<file path="config.mk">
export PLATFORM = sky130hd
export DESIGN_NAME = lsu_stage
export DESIGN_NICKNAME = d
export VERILOG_FILES = /design/src/rtl/lsu_stage.sv
export SDC_FILE = /design/constraint.sdc
export NUM_CORES = 1
export LEC_CHECK = 0
export CORE_MARGIN = 2
export CORE_UTILIZATION = 35
export CTS_BUF_LIST = sky130_fd_sc_hd__clkbuf_16
export CTS_CLUSTER_DIAMETER = 150
export DETAILED_ROUTE_END_ITERATION = 16
export PLACE_DENSITY = 0.75
export SYNTH_ARGS = -nofsm -noshare
export SYNTH_HDL_FRONTEND = slang
export SYNTH_SLANG_ARGS = --single-unit
export TNS_END_PERCENT = 100
</file>
<file path="constraint.sdc">
create_clock -name clk -period 4 [get_ports clk]
set_input_delay 0.4 -clock clk [delete_from_list [all_inputs] [get_ports clk]]
set_output_delay 0.4 -clock clk [all_outputs]
set_load 0.01 [all_outputs]
</file>
<file path="src/rtl/lsu_stage.sv">
// ---------------------------------------------------------------------------
// lsu_stage -- load/store unit pipeline stage between execute and mem_wb.
//
// Accepts one instruction at a time over a valid/ready handshake and does one of:
//   * pass-through (non-memory opcode): result is presented the next cycle.
//   * load/store: issues one request on a simple req/gnt + rvalid memory port,
//     then presents the result (load data or pass-through data) downstream.
//   * misaligned access: no memory request, result flagged with exc_code 01.
//   * no grant/response within TIMEOUT cycles: access is abandoned and the
//     result is flagged with exc_code 10.
//
// Ports
//   clk, rstn                        clock, asynchronous active-low reset
//   in_valid / in_ready              upstream handshake
//   inst_i, instaddr_i, regs_wen_i,
//   rd_addr_i, rd_data_i, st_data_i  instruction, PC, writeback info,
//                                    effective address / ALU result, store data
//   mem_req_o, mem_we_o, mem_addr_o,
//   mem_be_o, mem_wdata_o, mem_gnt_i request channel (held stable until grant)
//   mem_rvalid_i, mem_rdata_i        response channel
//   out_valid / out_ready            downstream handshake
//   inst_o, instaddr_o, regs_wen_o,
//   rd_addr_o, rd_data_o             registered result towards mem_wb
//   exc_o, exc_code_o                exception flag and cause (01 misaligned,
//                                    10 timeout)
// ---------------------------------------------------------------------------
module lsu_stage #(
    parameter int ADDR_W  = 32,
    parameter int DATA_W  = 32,
    parameter int TIMEOUT = 15
) (
    input  logic                clk,
    input  logic                rstn,
    input  logic                in_valid,
    output logic                in_ready,
    input  logic [31:0]         inst_i,
    input  logic [ADDR_W-1:0]   instaddr_i,
    input  logic                regs_wen_i,
    input  logic [4:0]          rd_addr_i,
    input  logic [DATA_W-1:0]   rd_data_i,
    input  logic [DATA_W-1:0]   st_data_i,
    output logic                mem_req_o,
    output logic                mem_we_o,
    output logic [ADDR_W-1:0]   mem_addr_o,
    output logic [DATA_W/8-1:0] mem_be_o,
    output logic [DATA_W-1:0]   mem_wdata_o,
    input  logic                mem_gnt_i,
    input  logic                mem_rvalid_i,
    input  logic [DATA_W-1:0]   mem_rdata_i,
    output logic                out_valid,
    input  logic                out_ready,
    output logic [31:0]         inst_o,
    output logic [ADDR_W-1:0]   instaddr_o,
    output logic                regs_wen_o,
    output logic [4:0]          rd_addr_o,
    output logic [DATA_W-1:0]   rd_data_o,
    output logic                exc_o,
    output logic [1:0]          exc_code_o
);

    localparam int          BE_W     = DATA_W / 8;
    localparam int          LANE_W   = $clog2(BE_W);
    localparam logic [6:0]  OP_LOAD  = 7'b0000011;
    localparam logic [6:0]  OP_STORE = 7'b0100011;
    localparam logic [1:0]  EXC_NONE     = 2'b00;
    localparam logic [1:0]  EXC_MISALIGN = 2'b01;
    localparam logic [1:0]  EXC_TIMEOUT  = 2'b10;
    // Last counter value at which the access may still complete; reaching it
    // without completion aborts, so REQ+WAIT last at most TIMEOUT cycles.
    localparam logic [7:0]  CNT_LAST = 8'(TIMEOUT - 1);

    typedef enum logic [1:0] {
        ST_IDLE,
        ST_REQ,
        ST_WAIT,
        ST_HOLD
    } state_t;

    state_t state_reg, state_next;

    // Captured access / result registers
    logic [31:0]       inst_reg;
    logic [ADDR_W-1:0] instaddr_reg;
    logic              regs_wen_reg;
    logic [4:0]        rd_addr_reg;
    logic [DATA_W-1:0] rd_data_reg;
    logic              exc_reg;
    logic [1:0]        exc_code_reg;
    logic              we_reg;
    logic [ADDR_W-1:0] addr_reg;
    logic [BE_W-1:0]   be_reg;
    logic [DATA_W-1:0] wdata_reg;
    logic [LANE_W-1:0] lane_reg;
    logic [1:0]        size_reg;
    logic              uns_reg;
    logic [7:0]        cnt_reg;

    // ---------------------------------------------------------------------
    // Decode of the incoming instruction
    // ---------------------------------------------------------------------
    logic              is_load;
    logic              is_store;
    logic              is_mem;
    logic [1:0]        size_in;
    logic              uns_in;
    logic [ADDR_W-1:0] eff_addr;
    logic [LANE_W-1:0] lane_in;
    logic              misaligned;
    logic              exc_in;
    logic [BE_W-1:0]   size_mask;
    logic [BE_W-1:0]   be_in;
    logic [DATA_W-1:0] wdata_in;
    logic [ADDR_W-1:0] aligned_addr;

    assign is_load      = (inst_i[6:0] == OP_LOAD);
    assign is_store     = (inst_i[6:0] == OP_STORE);
    assign is_mem       = is_load | is_store;
    assign size_in      = inst_i[13:12];
    assign uns_in       = inst_i[14];
    assign eff_addr     = ADDR_W'(rd_data_i);
    assign lane_in      = eff_addr[LANE_W-1:0];
    assign aligned_addr = {eff_addr[ADDR_W-1:LANE_W], {LANE_W{1'b0}}};
    assign exc_in       = is_mem & misaligned;

    // A dword access on a 32-bit port cannot be served, so it is reported
    // through the same misaligned exception path.
    always_comb begin
        misaligned = 1'b0;
        case (size_in)
            2'b01:   misaligned = eff_addr[0];
            2'b10:   misaligned = |eff_addr[1:0];
            2'b11:   misaligned = (DATA_W != 64) || (|eff_addr[2:0]);
            default: misaligned = 1'b0;
        endcase
    end

    always_comb begin
        size_mask = '1;
        case (size_in)
            2'b00:   size_mask = BE_W'(1);
            2'b01:   size_mask = BE_W'(3);
            2'b10:   size_mask = BE_W'(15);
            default: size_mask = '1;
        endcase
    end

    assign be_in    = size_mask << lane_in;
    assign wdata_in = st_data_i << {lane_in, 3'b000};

    // ---------------------------------------------------------------------
    // Load data extraction: move the addressed lane to bit 0, then extend.
    // Casting a signed operand to a wider size sign-extends it.
    // ---------------------------------------------------------------------
    logic [DATA_W-1:0] rdata_shift;
    logic [DATA_W-1:0] load_data;

    assign rdata_shift = mem_rdata_i >> {lane_reg, 3'b000};

    always_comb begin
        load_data = rdata_shift;
        case (size_reg)
            2'b00: load_data = uns_reg ? DATA_W'(rdata_shift[7:0])
                                       : DATA_W'($signed(rdata_shift[7:0]));
            2'b01: load_data = uns_reg ? DATA_W'(rdata_shift[15:0])
                                       : DATA_W'($signed(rdata_shift[15:0]));
            2'b10: load_data = uns_reg ? DATA_W'(rdata_shift[31:0])
                                       : DATA_W'($signed(rdata_shift[31:0]));
            default: load_data = rdata_shift;
        endcase
    end

    // ---------------------------------------------------------------------
    // FSM
    // ---------------------------------------------------------------------
    logic accept;
    logic load_done;
    logic timeout_hit;
    logic ready_raw;

    always_ff @(posedge clk or negedge rstn) begin
        if (!rstn) begin
            state_reg <= ST_IDLE;
        end else begin
            state_reg <= state_next;
        end
    end

    always_comb begin
        state_next  = state_reg;
        ready_raw   = 1'b0;
        out_valid   = 1'b0;
        mem_req_o   = 1'b0;
        load_done   = 1'b0;
        timeout_hit = 1'b0;
        case (state_reg)
            ST_IDLE: begin
                ready_raw = 1'b1;
            end
            ST_REQ: begin
                mem_req_o = 1'b1;
                if (mem_gnt_i) begin
                    if (we_reg) begin
                        state_next = ST_HOLD;
                    end else if (mem_rvalid_i) begin
                        // grant and response in the same cycle
                        load_done  = 1'b1;
                        state_next = ST_HOLD;
                    end else begin
                        state_next = ST_WAIT;
                    end
                end else if (cnt_reg >= CNT_LAST) begin
                    timeout_hit = 1'b1;
                    state_next  = ST_HOLD;
                end
            end
            ST_WAIT: begin
                if (mem_rvalid_i) begin
                    load_done  = 1'b1;
                    state_next = ST_HOLD;
                end else if (cnt_reg >= CNT_LAST) begin
                    timeout_hit = 1'b1;
                    state_next  = ST_HOLD;
                end
            end
            ST_HOLD: begin
                out_valid = 1'b1;
                if (out_ready) begin
                    ready_raw  = 1'b1;
                    state_next = ST_IDLE;
                end
            end
            default: state_next = ST_IDLE;
        endcase

        // Keep in_ready low while reset is held so every output reads 0.
        in_ready = ready_raw & rstn;
        accept   = in_valid & in_ready;
        if (accept) begin
            state_next = (is_mem && !misaligned) ? ST_REQ : ST_HOLD;
        end
    end

    // ---------------------------------------------------------------------
    // Datapath registers
    // ---------------------------------------------------------------------
    always_ff @(posedge clk or negedge rstn) begin
        if (!rstn) begin
            inst_reg     <= '0;
            instaddr_reg <= '0;
            regs_wen_reg <= 1'b0;
            rd_addr_reg  <= '0;
            rd_data_reg  <= '0;
            exc_reg      <= 1'b0;
            exc_code_reg <= EXC_NONE;
            we_reg       <= 1'b0;
            addr_reg     <= '0;
            be_reg       <= '0;
            wdata_reg    <= '0;
            lane_reg     <= '0;
            size_reg     <= '0;
            uns_reg      <= 1'b0;
            cnt_reg      <= '0;
        end else if (accept) begin
            inst_reg     <= inst_i;
            instaddr_reg <= instaddr_i;
            regs_wen_reg <= regs_wen_i & ~exc_in;
            rd_addr_reg  <= rd_addr_i;
            rd_data_reg  <= rd_data_i;
            exc_reg      <= exc_in;
            exc_code_reg <= exc_in ? EXC_MISALIGN : EXC_NONE;
            we_reg       <= is_store;
            addr_reg     <= aligned_addr;
            be_reg       <= be_in;
            wdata_reg    <= wdata_in;
            lane_reg     <= lane_in;
            size_reg     <= size_in;
            uns_reg      <= uns_in;
            cnt_reg      <= '0;
        end else begin
            if (state_reg == ST_REQ || state_reg == ST_WAIT) begin
                cnt_reg <= cnt_reg + 8'd1;
            end
            if (load_done) begin
                rd_data_reg <= load_data;
            end
            if (timeout_hit) begin
                exc_reg      <= 1'b1;
                exc_code_reg <= EXC_TIMEOUT;
                regs_wen_reg <= 1'b0;
            end
        end
    end

    // Memory-side signals are only driven while a request is outstanding.
    assign mem_we_o    = mem_req_o & we_reg;
    assign mem_addr_o  = mem_req_o ? addr_reg  : '0;
    assign mem_be_o    = mem_req_o ? be_reg    : '0;
    assign mem_wdata_o = mem_req_o ? wdata_reg : '0;

    assign inst_o      = inst_reg;
    assign instaddr_o  = instaddr_reg;
    assign regs_wen_o  = regs_wen_reg;
    assign rd_addr_o   = rd_addr_reg;
    assign rd_data_o   = rd_data_reg;
    assign exc_o       = exc_reg;
    assign exc_code_o  = exc_code_reg;

endmodule

</file>
Word-level counts from Yosys, hierarchy flattened
Index checks and enable logic that the tools add are counted.

cells by class
  add/subtract/negate cells = 1
  multiply operators = 0
  divide/modulo/power cells = 0
  magnitude comparators = 1
  equality and inequality tests = 10
  shift operators = 3
  mux-type cells = 40
  bitwise logic cells = 7
  reductions and logical operators = 12

operators with widths
  kind                 number
  $mux 32              6
  $pmux 32 s2          1
  $shl 32x5->32        1
  $shr 32x5->32        1
  $mux 1               16
  $mux 2               8
  $mux 8               2
  $add 8x1->8 const B  1
  $eq 2x2->1 const B   4
  $ge 8x4->1 const B   1
  $pmux 4 s2           1
  $eq 7x2->1 const B   1
  $eq 7x6->1 const B   1
  $eq 2x1->1 const B   3
  $logic_not 2->1      3
  $pmux 1 s2           3
  $pmux 2 s3           1
  $reduce_bool 2->1    3
  $and 1x1->1          5
  $mux 4               1
  $reduce_bool 4->1    1
  $shl 4x2->4          1
  $ne 3x3->1 const B   1
  $pmux 1 s3           1
  7 further kinds      7

word-level totals
  flip-flop bits (word level) = 187
  bits in latches = 0
  bits in writable memories = 0
  ROM bits = 0
  output and inout bits = 177
  logic and storage cells = 90
  memories kept = 0

Depth between registers and ports, before layout
Gate-level depths: netlist of the first run.

  depth after elaboration = 6
  gate-level depth with buffers = 9
  mapped depth without buffers = 6

Worst setup path before layout of the first run
Ideal clock, no wire load.

  kind = register to register
  start = reg state_reg[1]
  end = reg rd_data_reg[1] (netlist: rd_data_o[1])
  setup time = 0.126 ns
  arrival = 1.806 ns
  required time = 3.874 ns
  path slack = 2.068 ns
  cell stages (with the launch flop) = 9
  path buffers = 3
  clock period less this slack = 1.932 ns
  cells stage by stage = dfrtp_1 -> inv_1 -> ha_1 -> buf_2 -> and3b_1 -> o211a_1 -> buf_6 -> buf_4 -> a221o_1

between the ends
  longest elaborated chain between the ends = 5
  elaborated cells on any way between the ends = 10
  classes of those cells = 3 x eq/ne; 3 x mux; 2 x bitwise; 2 x reduce/logical

ends and longest elaborated chain
  what                                                  line  RTL
  from (decl)                                           79    state_t state_reg, state_next;
  from (signal assigned)                                184   state_reg <= state_next;
  $eq 2x2->1 / $logic_not 2->1 (equally long branches)  195   case (state_reg)
  $pmux 1 s2                                            195
  $and 1x1->1                                           236   in_ready = ready_raw & rstn;
  $and 1x1->1                                           237   accept = in_valid & in_ready;
  $mux 32 / $reduce_bool 2->1 (equally long branches)   n/a
  to (signal assigned)                                  268   rd_data_reg <= rd_data_i;
  to (signal assigned)                                  284   rd_data_reg <= load_data;
  to (decl)                                             86    logic [DATA_W-1:0] rd_data_reg;

Several ways; a longest one is shown, not always the timed one.
A chain may end at the register's enable or synchronous reset.

Final worst setup path of the first run
  start = reg state_reg[1]
  end = out mem_wdata_o[16]

between the ends
  longest elaborated chain between the ends = 3

ends and longest elaborated chain
  what        line  RTL
  $eq 2x1->1  195
  $mux 1      195
  $mux 32     298   assign mem_wdata_o = mem_req_o ? wdata_reg : '0;
  to (decl)   46    output logic [DATA_W-1:0] mem_wdata_o,

Every way passes these cells.

==> results.cfg, run 1 <==
[setup_path]
worstSetupEndpointType = output port
r2r_end = rd_data_o[12]
r2r_slack_ns = 1.30
crit_start = state_reg[1]
crit_path_end = mem_wdata_o[16]
worst_setup_path_start_kind = flip-flop
cp_data_required_time_ns = 3.60
worstSetupPathType = reg -> out
crit_arrival_ns = 2.70
reg2reg_depth = 6
regToRegStartpoint = state_reg[1]
worst-path-max-fanout = 47

[final_layout]
area_growth_pct = 47.4
drive_gt1_share_pct = 6.34
final_nets = 1458
fillers = 2301
finalNonFillerCells = 1624

[sta]
grt_setup_unrepaired = false
period_needed_ns = 3.10
setup_viol = 0
worst_slew_pin_slew_ns = 0.922
slew_viol_final = 0
relSlewSlack_pct = 38.6
fin_skew_ns = 0.0215
hold_violations = 0
tns_ns = 0
period_share_pct = 77.6
hold_ws_ns = 0.472
fmax_mhz = 322

[worst_hold_path]
worst_hold_path_type = reg -> reg

[clock_network]
cts_resized = 0
cts_hold_buf = 1
cts_setup_buffers = 0
cts_sinks = 184
clk_pin_slew_ns = 0.08
clk_latency_ns = 0.44
cts_tree = done
numCtsBuffers = 17
clk_path_buf_depth = 2
htreeDepth = 4
clockRootBuffer = clkbuf_16

[global_routing]
grt_pass1_vias = 8017
antenna_found_initial = 0
grt-ovfl-total = 0
grt_max_degree = 112
grt_usage_pct = 22.0
grt_first_pass_wirelength_mm = 45.3

[synth]
yosys.cell_types.count = 51
ys_seq_elements = 184
async_reset_ff_share_pct = 100
yosys_warnings = 0
syn_avg_cell_area_sq_um = 9.16
synth_largest_area_cell = dfrtp_1
synth_cells = 972
synth_area_sq_um = 8900
ys.flop_type = dfrtp_1
ys_seq_area_share_pct = 51.7
synth.area.top_cells = dfrtp_1 52%, nand2_1 15%, and2_1 5.1%
synth-edff-count = 0
synth_top_area_share_pct = 51.7
yosysMostFrequentCell = nand2_1
synth_common_cells = 344 x nand2_1, 184 x dfrtp_1, 73 x and2_1

[power]
peakVddDrop_mv = 0.337
leakagePower_nw = 5.95
p_total_w = 0.00867
p_per_area_nw_per_um2 = 661

[drt]
routed_wl_mm = 29.4
num_vias = 8034
drt_iter0_drc = 623
viasPerCell = 4.95
firstDrtPassIters = 5
drcViolationCount = 0
antenna_left = 0
wl_per_cell_um = 18.1

[placement]
post-place-cells = 1590
port_buffers = 346
place_hpwl_mm = 21.5
place_congestion = 0.889

[die]
core_sq_um = 25100
io_pins = 349
die_w_um = 163
fp-row-count = 58
die_y_um = 163
die_area_sq_um = 26700
start_util_pct = 35.5

[run]
maxCapViolCount = 0

[status]
outcome = completed
## through the flow
step,worst slack (ns),instance area (sq um),util [%]
after floorplan,2.07,8910,-
after global placement,1.39,12500,49.9
after detailed placement,1.34,12500,49.9
after CTS,0.870,13100,52.2
after global routing,0.683,13100,52.2
final,0.898,13100,52.3
## cell families (layout without fill, tap and decap cells)
logic type / Yosys count / count (layout) / synth area share [%]
AO/OA/AOI/OAI: 136 / 136 / 10.5
XOR/XNOR: 6 / 6 / 0.590
adder cells (fa/ha/maj): 6 / 6 / 0.843
buffers and inverters: 75 / 395 / 4.58
flip-flops: 184 / 184 / 51.7
multiplexers: 55 / 55 / 6.97
other: 1 / 3 / 0.0421
AND/OR/NAND/NOR: 509 / 509 / 24.8
## where the power goes
part           internal [W]  switching (W)  total (W)  leakage, nW
Sequential          0.00271       0.000559    0.00326         2.29
Combinational       0.00195        0.00178    0.00374         3.37
Clock              0.000838       0.000835    0.00167        0.287
## layout by cell type, fill, tap and decap left out, types with 4 or more instances in the layout
master             n
mux2_2            26
nor3_1            13
nand2_1          344
a22oi_1           24
a221o_1            6
xor2_1             6
a21o_1             6
a21oi_1           20
o21ai_0           37
inv_6              5
ha_1               5
nor2_1            39
a211oi_1          14
inv_1              5
and2_1            73
o31ai_1            9
clkinv_8           4
clkdlybuf4s50_1  344
nand3_1           13
buf_4             10
nor2b_1           12
clkbuf_16         17
nand2b_1           5
mux2i_1           26
dfrtp_1          184
## how the worst min path moves through the flow
stage,slack (ns),depth (start not counted),startpoint,to
6_report,0.47,2,addr_reg[7],addr_reg[7]
5_1_grt,0.48,3,inst_i[20],inst_o[20]
4_1_cts,0.46,3,instaddr_i[19],instaddr_o[19]
3_5_place_dp,0.42,1,rstn,wdata_reg[17]
3_3_place_gp,0.42,1,rstn,wdata_reg[17]
2_1_floorplan,0.10,0,rstn,addr_reg[10]
## final cells by class
cell class	count	area, sq um	share of cell area, %
sequential	184	4600	35.1
multi-input combinational	714	3930	29.9
timing repair buffer	358	3570	27.2
clock buffer	17	425	3.24
tap	330	413	3.15
clock inverter	15	160	1.22
inverter	5	18.8	0.143
antenna	1	2.50	0.0191
## metal layers
layer  share of wire, %  GRT usage [%]  vias up
met5                  0              0        -
met4                1.3           5.26        0
met3                8.5           6.63       21
met2                 50           38.0      333
met1                 40           26.8     3863
li1                   -              -     3817
## critical path, stage by stage (launching register included)
cell,delay (ns)
dfrtp_1,0.45
inv_1,0.11
ha_2,0.48
buf_4,0.46
and2_1,0.22
clkdlybuf4s50_1,0.54
No activity file was read; power rests on OpenSTA's default activity.
==> run 2: changes to the inputs <==
--- a/config.mk
+++ b/config.mk
@@ -10,7 +10,7 @@
 export CTS_BUF_LIST = sky130_fd_sc_hd__clkbuf_16
 export CTS_CLUSTER_DIAMETER = 150
 export DETAILED_ROUTE_END_ITERATION = 16
-export PLACE_DENSITY = 0.75
+export PLACE_DENSITY = 0.77
 export SYNTH_ARGS = -nofsm -noshare
 export SYNTH_HDL_FRONTEND = slang
 export SYNTH_SLANG_ARGS = --single-unit
==> constraint.sdc (replaced) <==
create_clock -name clk -period 2.7 [get_ports clk]
set_input_delay 0.27 -clock clk [delete_from_list [all_inputs] [get_ports clk]]
set_output_delay 0.27 -clock clk [all_outputs]
set_load 0.01 [all_outputs]
==> results.cfg, run 2 (synthesis gave the netlist of run 1 again) <==
[setup_path]
crit_start = state_reg[1]
r2r_slack_ns = 0.26
regToRegStartpoint = state_reg[0]
worst-path-max-fanout = 34
worstSetupPathType = reg -> out
reg2reg_depth = 6
worst_setup_path_start_kind = flip-flop
crit_arrival_ns = 2.26
crit_path_end = mem_addr_o[4]
worstSetupEndpointType = output port
r2r_end = rd_data_o[1]
cp_data_required_time_ns = 2.43

[clock_network]
cts_tree = done
clockRootBuffer = clkbuf_16
htreeDepth = 4
clk_path_buf_depth = 2
clk_pin_slew_ns = 0.07
clk_latency_ns = 0.43
cts_sinks = 184
cts_setup_buffers = 0
numCtsBuffers = 17

[drt]
antenna_left = 0
drt_iter0_drc = 630
wl_per_cell_um = 17.9
drcViolationCount = 0
num_vias = 8081
routed_wl_mm = 29.3
firstDrtPassIters = 4
viasPerCell = 4.95

[sta]
tns_ns = 0
setup_viol = 0
hold_violations = 0
slew_viol_final = 0
worst_slew_pin_slew_ns = 0.940
grt_setup_unrepaired = false
period_share_pct = 93.7
fmax_mhz = 395
relSlewSlack_pct = 37.3
period_needed_ns = 2.53
fin_skew_ns = 0.0180

[final_layout]
area_growth_pct = 48.6
finalNonFillerCells = 1633
layout_common_cells = 344 x nand2_1, 344 x clkdlybuf4s50_1, 184 x dfrtp_1
utilization_pct = 52.7
drive_gt1_share_pct = 6.98
design_area_sq_um = 13200
n_antenna_cell = 0
final_nets = 1468

[worst_hold_path]
worst_hold_path_type = in -> async

[die]
die_area_sq_um = 26700
fp-row-count = 58
start_util_pct = 35.5
die_y_um = 163
die_w_um = 163
io_pins = 349
core_sq_um = 25100

[placement]
place_congestion = 0.861
place_hpwl_mm = 21.0
place_area_sq_um = 12700
port_buffers = 346
post-place-cells = 1600

[global_routing]
antenna_found_initial = 0
grt-ovfl-total = 0
grt_first_pass_wirelength_mm = 45.1
grt_usage_pct = 21.6
grt_max_degree = 163
grt_pass1_vias = 8134

[power]
p_sw_w = 0.00468
p_int_w = 0.00819
pwr-share-seq_pct = 37.4
p_sw_share_pct = 36.4
leakagePower_nw = 6.02
peakVddDrop_mv = 0.493
p_per_area_nw_per_um2 = 972
power_frac_comb_pct = 43.7
pwr-share-clk_pct = 18.9

[run]
maxCapViolCount = 0

[status]
outcome = completed
-- run 2: cell types whose count changed in the layout (fill, tap and decap cells not counted), sizes merged --
cell    previous run  this run
buf               12        22
clkinv             7         5
inv               13        15
diode              1         0
-- run 2: through the flow --
step	power (W)	hold slack (ns)	setup slack, ns
2_1_floorplan	0.00751	-0.0256	0.768
3_3_place_gp	0.0103	0.165	0.358
3_5_place_dp	0.0105	0.163	0.301
4_1_cts	0.0130	0.305	0.0804
5_1_grt	0.0137	0.336	0.0439
6_report	0.0129	0.331	0.170
-- run 2: power by group through the flow --
stage | Clock, W | Combinational (W) | Sequential (W)
floorplan | 0 | 0.00254 | 0.00497
global placement | 0 | 0.00551 | 0.00481
detailed placement | 0 | 0.00565 | 0.00483
CTS | 0.00251 | 0.00566 | 0.00481
global route | 0.00261 | 0.00614 | 0.00496
finish | 0.00244 | 0.00562 | 0.00481
-- run 2: what timing repair did --
action                                  4_1_cts  5_1_grt
endpoints found under the setup margin        0        2
hold buffers                                  1        0
endpoints found under the hold margin        22        0
gates resized for setup                       0        2
-- run 2: layout make-up --
type,instances,area [sq um]
clock buffer,17,425
multi-input combinational,714,3930
tap,330,413
inverter,5,18.8
sequential,184,4600
timing repair buffer,368,3710
clock inverter,15,131
fill,2306,11900
-- run 2: critical path, stage by stage (launching register included) --
cell	delay (ns)
dfrtp_1	0.44
inv_1	0.11
ha_2	0.21
buf_6	0.25
and2_1	0.24
clkdlybuf4s50_1	0.56
-- run 2: per-layer routing --
| metal | vias to the layer above | track usage (%) | part of all wire [%] |
|---|---|---|---|
| li1 | 3837 | - | - |
| met5 | - | 0 | 0 |
| met4 | 0 | 5.90 | 1.5 |
| met3 | 26 | 6.45 | 8.2 |
| met1 | 3882 | 27.1 | 42 |
| met2 | 336 | 36.4 | 48 |
-- run 2: how the worst min path moves through the flow --
stage | start | to | slack (ns) | cells after the start
2_1_floorplan | rstn | addr_reg[10] | -0.03 | 0
5_1_grt | rstn | exc_code_o[0] | 0.34 | 2
3_5_place_dp | rstn | exc_code_o[0] | 0.16 | 1
3_3_place_gp | rstn | exc_code_o[0] | 0.16 | 1
6_report | rstn | exc_code_o[0] | 0.33 | 2
4_1_cts | rstn | rd_data_o[16] | 0.30 | 2
==> run 3: changes to the inputs <==
--- a/config.mk
+++ b/config.mk
@@ -6,11 +6,12 @@
 export NUM_CORES = 1
 export LEC_CHECK = 0
 export CORE_MARGIN = 2
-export CORE_UTILIZATION = 35
+export CORE_UTILIZATION = 40
 export CTS_BUF_LIST = sky130_fd_sc_hd__clkbuf_16
-export CTS_CLUSTER_DIAMETER = 150
+export CTS_CLUSTER_DIAMETER = 200
 export DETAILED_ROUTE_END_ITERATION = 16
-export PLACE_DENSITY = 0.77
+export PLACE_DENSITY = 0.85
+export SETUP_SLACK_MARGIN = 0.15
 export SYNTH_ARGS = -nofsm -noshare
 export SYNTH_HDL_FRONTEND = slang
 export SYNTH_SLANG_ARGS = --single-unit
==> results.cfg, run 3 (synthesis gave the netlist of run 1 again) <==
[global_routing]
grt_usage_pct = 25.0
busiest_layer = met2
use_met3_pct = 6.89
met1_usage_pct = 30.7
grt_first_pass_wirelength_mm = 46.6
grt-ovfl-total = 0
antenna_found_initial = 0
use_met2_pct = 42.5
grt_max_degree = 125
grt_pass1_vias = 8606

[setup_path]
max_stage_delay_ns = 0.57
worstSetupEndpointType = output port
regToRegStartpoint = state_reg[1]
worstPathCellList = inv_1 -> ha_2 -> buf_12 -> and2_1 -> clkdlybuf4s50_1
crit_arrival_ns = 2.20
reg2reg_depth = 6
path_delay_family = buffers and inverters
cp_num_cells = 5
critPathSlowestCell = clkdlybuf4s50_1
crit_path_end = mem_addr_o[2]
r2r_slack_ns = 0.34
r2r_end = rd_data_o[23]
worst_setup_path_start_kind = flip-flop
worst-path-max-fanout = 41
cp_data_required_time_ns = 2.43
worstSetupPathType = reg -> out
crit_start = state_reg[1]
cp_num_buf_inv = 3

[sta]
grt_setup_unrepaired = true
hold_violations = 0
fmax_mhz = 404
relSlewSlack_pct = 46.3
slew_viol_final = 0
setup_viol = 0
period_needed_ns = 2.47
fin_skew_ns = 0.0114
tns_ns = 0
worst_slew_pin_slew_ns = 0.805
period_share_pct = 91.6
hold_ws_ns = 0.000249

[final_layout]
area_growth_pct = 47.9
final_nets = 1466
n_antenna_cell = 0
drive_gt1_share_pct = 6.99
design_area_sq_um = 13200
layout_common_cells = 344 x nand2_1, 344 x clkdlybuf4s50_1, 184 x dfrtp_1

[drt]
drcViolationCount = 0
viasPerCell = 5.17
routed_wl_mm = 29.3
firstDrtPassIters = 7
wl_per_cell_um = 18.5
antenna_left = 0
drt_iter0_drc = 594
num_vias = 8175

[clock_network]
clk_path_buf_depth = 2
clk_pin_slew_ns = 0.07
cts_tree = done
cts_sinks = 184
clk_latency_ns = 0.43
numCtsBuffers = 17
clockRootBuffer = clkbuf_16
htreeDepth = 4

[die]
io_pins = 349
die_y_um = 153
die_area_sq_um = 23500
start_util_pct = 40.8
die_w_um = 153
fp-row-count = 54
core_sq_um = 21800

[run]
maxCapViolCount = 0

[power]
p_total_w = 0.0130
leakagePower_nw = 6.01
p_per_area_nw_per_um2 = 987
peakVddDrop_mv = 0.476

[placement]
place_congestion = 0.920
port_buffers = 346
place_area_sq_um = 12600
place_hpwl_mm = 21.4

[worst_hold_path]
worst_hold_path_type = in -> async

[status]
outcome = completed
[run 3: metal layers]
| layer | share of wire, % | wire [um] | up-vias |
|---|---|---|---|
| met2 | 49 | 14500 | 408 |
| met5 | 0 | 0 | - |
| li1 | - | - | 3832 |
| met3 | 8.2 | 2410 | 59 |
| met4 | 3.1 | 894 | 0 |
| met1 | 39 | 11500 | 3876 |
[run 3: what timing repair did]
action | 4_1_cts | 5_1_grt
hold buffers | 0 | 0
resized for setup | 1 | 5
setup endpoints to repair | 41 | 68
setup buffers | 0 | 0
gates cloned | 0 | 0
[run 3: power breakdown]
part / total (W) / internal (W) / switching, W
clock: 0.00247 / 0.00130 / 0.00117
combinational: 0.00569 / 0.00296 / 0.00273
sequential: 0.00484 / 0.00401 / 0.000827
total: 0.0130 / 0.00827 / 0.00472
[run 3: layout make-up]
class	instances	area, sq um
clock inverters	15	145
well taps	280	350
repair buffers	366	3690
inverters	5	18.8
multi-input cells	714	3930
fillers	1845	8650
clock buffers	17	425
flip-flops and latches	184	4600
[run 3: worst min path at each step]
stage	from	end	depth (start not counted)
after floorplan	rstn	addr_reg[10]	0
after global placement	wdata_reg[5]	wdata_reg[5]	2
after detailed placement	wdata_reg[7]	wdata_reg[7]	2
after CTS	rstn	rd_data_o[21]	2
after global routing	rstn	wdata_reg[20]	2
final	rstn	wdata_reg[20]	2
[run 3: per-stage QoR]
stage               instances  worst slack, ns  utilization, %
floorplan                 973            0.768               -
global placement         1549            0.471            57.6
detailed placement       1549            0.414            57.6
CTS                      1581            0.144            60.3
global route             1581            0.120            60.4
finish                   1581            0.225            60.4
